[src/rtl/ovl_fifo_index_driver_pkg.sv]
// Shared OVL stimulus definitions: FIFO-driver state encodings, LFSR taps and sizing helpers.
// Used by ovl_fifo_index_driver and ovl_lfsr16.
package ovl_fifo_index_driver_pkg;

    typedef enum logic [1:0] {
        OVL_FDRV_RUN   = 2'd0,
        OVL_FDRV_FILL  = 2'd1,
        OVL_FDRV_DRAIN = 2'd2
    } ovl_fdrv_state_e;

    typedef enum logic [0:0] {
        OVL_ERR_NONE       = 1'b0,
        OVL_ERR_DEPTH_ZERO = 1'b1
    } ovl_error_t;

    localparam logic [15:0] OVL_LFSR16_TAPS      = 16'hB400;
    localparam logic [15:0] OVL_LFSR16_ZERO_SEED = 16'h0001;

    // Bits needed to hold values 0..n-1; never less than one bit so a bad depth still elaborates far enough to report.
    function automatic int ovl_log(input int n);
        return (n <= 1) ? 1 : $clog2(n);
    endfunction

    function automatic int ovl_min(input int a, input int b);
        return (a < b) ? a : b;
    endfunction

endpackage

[src/rtl/ovl_fifo_index_driver_lfsr.sv]
// ovl_lfsr16: 16-bit Galois LFSR (x^16+x^14+x^13+x^11) shared by the OVL stimulus blocks.
// A zero seed would lock the register, so it is replaced by 16'h0001.
module ovl_lfsr16
    import ovl_fifo_index_driver_pkg::*;
(
    input  logic        clk,
    input  logic        reset_n,
    input  logic        advance,
    input  logic [15:0] seed,
    output logic [15:0] value
);

    logic [15:0] seed_eff;

    assign seed_eff = (seed == 16'h0000) ? OVL_LFSR16_ZERO_SEED : seed;

    always_ff @(posedge clk or negedge reset_n) begin
        if (!reset_n) begin
            value <= seed_eff;
        end else if (advance) begin
            value <= (value >> 1) ^ (value[0] ? OVL_LFSR16_TAPS : 16'h0000);
        end
    end

endmodule

[src/rtl/ovl_fifo_index_driver.sv]
// ovl_fifo_index_driver: legal push/pop traffic generator for a FIFO of a given depth, with fill/drain modes.
// Define OVL_FIFO_DRV_ERR_INJ_EN to enable single-cycle overflow/underflow injection (inject_err / inj_ack).
module ovl_fifo_index_driver
    import ovl_fifo_index_driver_pkg::*;
#(
    parameter int          depth                 = 4,
    parameter int          push_width            = 1,
    parameter int          pop_width             = 1,
    parameter int          simultaneous_push_pop = 1,
    parameter logic [15:0] seed                  = 16'hACE1
) (
    input  logic                          clk,
    input  logic                          reset_n,
    input  logic                          enable,
    input  logic                          fill_req,
    input  logic                          drain_req,
    input  logic                          inject_err,
    output logic [push_width-1:0]         push,
    output logic [pop_width-1:0]          pop,
    output logic [ovl_log(depth+1)-1:0]   fifo_used_depth,
    output logic                          full,
    output logic                          empty,
    output logic                          inj_ack
);

    localparam int UW       = ovl_log(depth + 1);
    localparam int MAX_PUSH = (1 << push_width) - 1;
    localparam int MAX_POP  = (1 << pop_width) - 1;

    localparam ovl_error_t CFG_ERR = (depth > 0) ? OVL_ERR_NONE : OVL_ERR_DEPTH_ZERO;

    generate
        if (CFG_ERR != OVL_ERR_NONE) begin : g_cfg_error
            $error("ovl_fifo_index_driver: depth must be greater than 0");
        end
    endgenerate

    ovl_fdrv_state_e       state_q;
    ovl_fdrv_state_e       state_nxt;
    ovl_fdrv_state_e       mode;
    logic [UW-1:0]         used_q;
    logic [push_width-1:0] push_q;
    logic [pop_width-1:0]  pop_q;
    logic                  inj_ack_q;
    logic                  inj_fire;
    logic [15:0]           lfsr_value;
    logic [pop_width-1:0]  oc_bits;
    int                    used_sum;
    int                    used_nxt;
    int                    pc;
    int                    oc;
    int                    push_nxt;
    int                    pop_nxt;

    ovl_lfsr16 u_lfsr (
        .clk     (clk),
        .reset_n (reset_n),
        .advance (enable),
        .seed    (seed),
        .value   (lfsr_value)
    );

    // Decisions are made from the occupancy after this edge, so the registered push/pop follow with no bubble.
    always_comb begin
        used_sum  = int'(used_q) + int'(push_q) - int'(pop_q);
        used_nxt  = (used_sum < 0) ? 0 : ((used_sum > depth) ? depth : used_sum);
        pc        = int'(lfsr_value[push_width-1:0]);
        oc_bits   = pop_width'({lfsr_value[7:0], lfsr_value[15:8]});
        oc        = int'(oc_bits);
        push_nxt  = 0;
        pop_nxt   = 0;
        state_nxt = state_q;
        inj_fire  = 1'b0;
        mode      = state_q;

        if (state_q == OVL_FDRV_RUN) begin
            if (fill_req) begin
                mode = OVL_FDRV_FILL;
            end else if (drain_req) begin
                mode = OVL_FDRV_DRAIN;
            end
        end
`ifdef OVL_FIFO_DRV_ERR_INJ_EN
        inj_fire = (state_q == OVL_FDRV_RUN) && inject_err;
`endif

        case (mode)
            OVL_FDRV_FILL: begin
                push_nxt  = ovl_min(MAX_PUSH, depth - used_nxt);
                state_nxt = (used_nxt == depth) ? OVL_FDRV_RUN : OVL_FDRV_FILL;
            end
            OVL_FDRV_DRAIN: begin
                pop_nxt   = ovl_min(MAX_POP, used_nxt);
                state_nxt = (used_nxt == 0) ? OVL_FDRV_RUN : OVL_FDRV_DRAIN;
            end
            default: begin
                state_nxt = OVL_FDRV_RUN;
                if (simultaneous_push_pop != 0) begin
                    pop_nxt  = ovl_min(oc, used_nxt);
                    push_nxt = ovl_min(pc, depth - used_nxt + pop_nxt);
                end else if (lfsr_value[15]) begin
                    push_nxt = ovl_min(pc, depth - used_nxt);
                end else begin
                    pop_nxt  = ovl_min(oc, used_nxt);
                end
            end
        endcase

        // Injection replaces this cycle's traffic and drops any fill/drain request seen alongside it.
        if (inj_fire) begin
            state_nxt = OVL_FDRV_RUN;
            push_nxt  = 0;
            pop_nxt   = 0;
            if (depth - used_nxt + 1 <= MAX_PUSH) begin
                push_nxt = depth - used_nxt + 1;
            end else if (used_nxt + 1 <= MAX_POP) begin
                pop_nxt = used_nxt + 1;
            end
        end
    end

    always_ff @(posedge clk or negedge reset_n) begin
        if (!reset_n) begin
            state_q   <= OVL_FDRV_RUN;
            used_q    <= '0;
            push_q    <= '0;
            pop_q     <= '0;
            inj_ack_q <= 1'b0;
        end else begin
            used_q <= UW'(used_nxt);
            if (enable) begin
                state_q   <= state_nxt;
                push_q    <= push_width'(push_nxt);
                pop_q     <= pop_width'(pop_nxt);
                inj_ack_q <= inj_fire;
            end else begin
                push_q    <= '0;
                pop_q     <= '0;
                inj_ack_q <= 1'b0;
            end
        end
    end

`ifndef OVL_FIFO_DRV_ERR_INJ_EN
    logic unused_inject_err;
    assign unused_inject_err = inject_err;
`endif

    logic unused_lfsr_bits;
    assign unused_lfsr_bits = ^lfsr_value;

    assign push            = push_q;
    assign pop             = pop_q;
    assign fifo_used_depth = used_q;
    assign full            = (int'(used_q) == depth);
    assign empty           = (used_q == '0);
    assign inj_ack         = inj_ack_q;

endmodule

[config.mk]
export PLATFORM = sky130hd
export DESIGN_NAME = ovl_fifo_index_driver
export DESIGN_NICKNAME = d
export VERILOG_FILES = /design/src/rtl/ovl_fifo_index_driver_pkg.sv /design/src/rtl/ovl_fifo_index_driver_lfsr.sv /design/src/rtl/ovl_fifo_index_driver.sv
export SDC_FILE = /design/constraint.sdc
export NUM_CORES = 1
export LEC_CHECK = 0
export ABC_CLOCK_PERIOD_IN_PS = 8350
export CAP_MARGIN = 20
export CORE_MARGIN = 4
export CORE_UTILIZATION = 43
export DETAILED_ROUTE_END_ITERATION = 16
export SETUP_SLACK_MARGIN = 0.05
export SLEW_MARGIN = 10
export SYNTH_ARGS = -nofsm -noshare
export SYNTH_HDL_FRONTEND = slang
export SYNTH_SLANG_ARGS = --single-unit
[constraint.sdc]
create_clock -name clk -period 8.35 [get_ports clk]
set_input_delay 1.67 -clock clk [delete_from_list [all_inputs] [get_ports clk]]
set_output_delay 1.67 -clock clk [all_outputs]
set_load 0.005 [all_outputs]
==> results.txt <==
hold path cells = 2
Avg Inst Size Synth = 11.2 um2
antenna violations before repair = 0
CP required = 8.54 ns
vias in the first global route = 860
CP Capture Type = flop
clock slew at reported path FFs = 0.13 ns
clock root buffer = clkbuf_4
I/O pin cnt = 14
DRC = 0
Final HPWL DP = 1.67 mm
startpoint types = flop
Core Footprint = 3050 um2
cell area after placement = 1530 um2
Hold Fails Final Rpt = 0
Netlist Area Pre-Place = 1380 um2
critical path arrival = 4.13 ns
drt via density = 4.82
worst setup margin = 4.41 ns
setup bufs post-CTS = 0
final clock skew = 0.00903 ns
Cell Pwr Density = 354 nW/um2
PortBufs = 11
top post-synthesis cells by area = dfrtp_1, dfstp_2, ha_1
Area Overhead vs Synth = 14.2%
Reg2Reg Depth = 16
Pins Over Slew Limit = 0
drt pass-1 iters = 4
RSZ-0062 raised after global routing = no
Slew @ Worst Pin = 0.962 ns
Ys Warns = 0
die width = 64.6 um
FF+latch area = 586 um2
Multi-input gate area = 737 um2
async set-reset flop share out of synthesis = 100%
CTS Buf Count = 3
Mapped Cells = 123
Post-Layout Inst Area = 1570 um2
#FFs+latches synth = 23
nets@finish = 159
status = finished clean
Fin Setup TNS = 0 ns
Yosys top cell area share = 27.2%
f_max = 254 MHz
num rows = 20
count leader, synth = dfrtp_1
Synth area leader = dfrtp_1
kind of critical path = reg2reg
Synth top cells by count = dfrtp_1, ha_1, mux2_2
synth unique cells = 40
final WL = 2.13 mm
clock tree buffer depth = 2
Clock Sink Count = 23
H-tree levels = 1
Lkg Pwr = 0.690 nW
total global routing overflow = 0
sequential fraction of the synthesis area = 42.5%
GP Congestion = 0.735
FILL cells = 293
CTS tree = yes
crit path time final = 3.94 ns
total track usage = 11.5%
largest net degree at the start of global routing = 28
Vias = 872
Chip Height = 64.6 um
WL/cell = 11.8 um
share of cells above drive strength 1 = 26.3%
first-pass GRT wire length = 3.81 mm
clk_lat worst skew = 0.31 ns
Inserted Diodes = 0
DRT iter0 DRCs = 33
worst min path class = reg2reg
peak supply drop = 0.197 mV
post-place setup slack = 4.44 ns
Crit Path Max Fanout = 5
Final period util = 47.2%
Setup violations, final = 0
Die Area = 4180 um2
total of max-cap violations = 0
cts hold-fix bufs = 0
Synth Flop Type = dfrtp_1
Starting Density = 45.2%
Post-synth EDFFs = 0
Post-CTS Resized = 0
Post-DRT Antenna Nets = 0
Rel. slew slack = 35.7%
## cell families (layout without fill, tap and decap cells)
logic type	Yosys count	count (layout)	share of synthesized area [%]
xor+xnor	4	4	2.54
other cells	2	5	0.545
flops	23	23	42.5
buf+inv	17	28	4.90
mux	15	15	12.4
fa+ha+maj	15	15	14.2
compound gates	19	19	10.6
simple gates	28	28	12.3
## critical path, cell delays in order (launching register included)
cell	delay (ns)
dfrtp_1	0.42
inv_1	0.06
ha_1	0.26
inv_1	0.05
ha_1	0.19
fa_1	0.25
or3b_1	0.37
mux2i_2	0.28
o21bai_4	0.21
nand3_1	0.15
ha_1	0.34
ha_1	0.29
or4_1	0.40
nor2_1	0.10
o21ai_0	0.10
o2111ai_1	0.22
o221ai_2	0.13
## layer usage
layer | global-route usage (%) | vias up | routed length (um)
li1 | - | 445 | -
met5 | 0 | - | 0
met2 | 20.2 | 14 | 1060
met1 | 14.0 | 411 | 995
met4 | 2.37 | 0 | 12
met3 | 3.12 | 2 | 66
## final timing paths
kind | slack [ns] | endpoint | from
worst max-delay path | 4.41 | push$_DFF_PN0_ | fifo_used_depth[0]$_DFF_PN0_
worst min-delay path | 0.50 | u_lfsr.value[10]$_DFFE_PN1P_ | u_lfsr.value[10]$_DFFE_PN1P_
worst max register to register | 4.41 | push$_DFF_PN0_ | fifo_used_depth[0]$_DFF_PN0_
worst min register to register | 0.50 | u_lfsr.value[10]$_DFFE_PN1P_ | u_lfsr.value[10]$_DFFE_PN1P_
max in group asynchronous | 6.31 | u_lfsr.value[11]$_DFFE_PN1P_ | reset_n
min in group asynchronous | 1.57 | u_lfsr.value[4]$_DFFE_PN0P_ | reset_n
## per-stage QoR
stage,cells,hold WS (ns),total power [W],util [%]
6_report,181,0.499,0.000557,51.6
2_1_floorplan,126,0.465,0.000429,-
5_1_grt,181,0.539,0.000615,51.6
3_5_place_dp,176,0.490,0.000509,50.2
4_1_cts,180,0.510,0.000563,51.1
3_3_place_gp,176,0.485,0.000500,50.2
## cell type report
| class | instances | area share, % |
|---|---|---|
| Timing Repair Buffer | 12 | 7.95 |
| Clock buffer | 4 | 1.67 |
| Sequential cell | 23 | 37.2 |
| Multi-Input combinational cell | 86 | 46.8 |
| Inverter | 12 | 2.86 |
| Tap cell | 44 | 3.50 |
## registers in the layout, indices dropped and copies added, names as in the netlist
register and cells:
fifo_used_depth 3, pop 1, push 1, state_q 2, u_lfsr.value 16
## layout by cell type (no fill, tap or decap), types with 2 or more instances in the layout
cell and n:
clkbuf_4 3, mux2_2 14, dfstp_2 8, nor3_1 3, nand2_1 3, a21oi_1 5
nand3b_1 2, inv_1 10, nor2_1 7, or2_2 2, conb_1 5, o21ai_0 3
inv_2 2, ha_1 14, clkdlybuf4s50_1 11, nor3b_1 2, o21ai_1 2, xnor2_1 4
dfrtp_1 15
## power breakdown
group	total [W]	leakage [nW]	internal, W	switching (W)
Clock	0.0000504	0.0150	0.0000186	0.0000318
Sequential	0.000208	0.267	0.000174	0.0000342
Combinational	0.000298	0.408	0.000158	0.000140
Note: power is estimated with default switching activity, not from simulation.
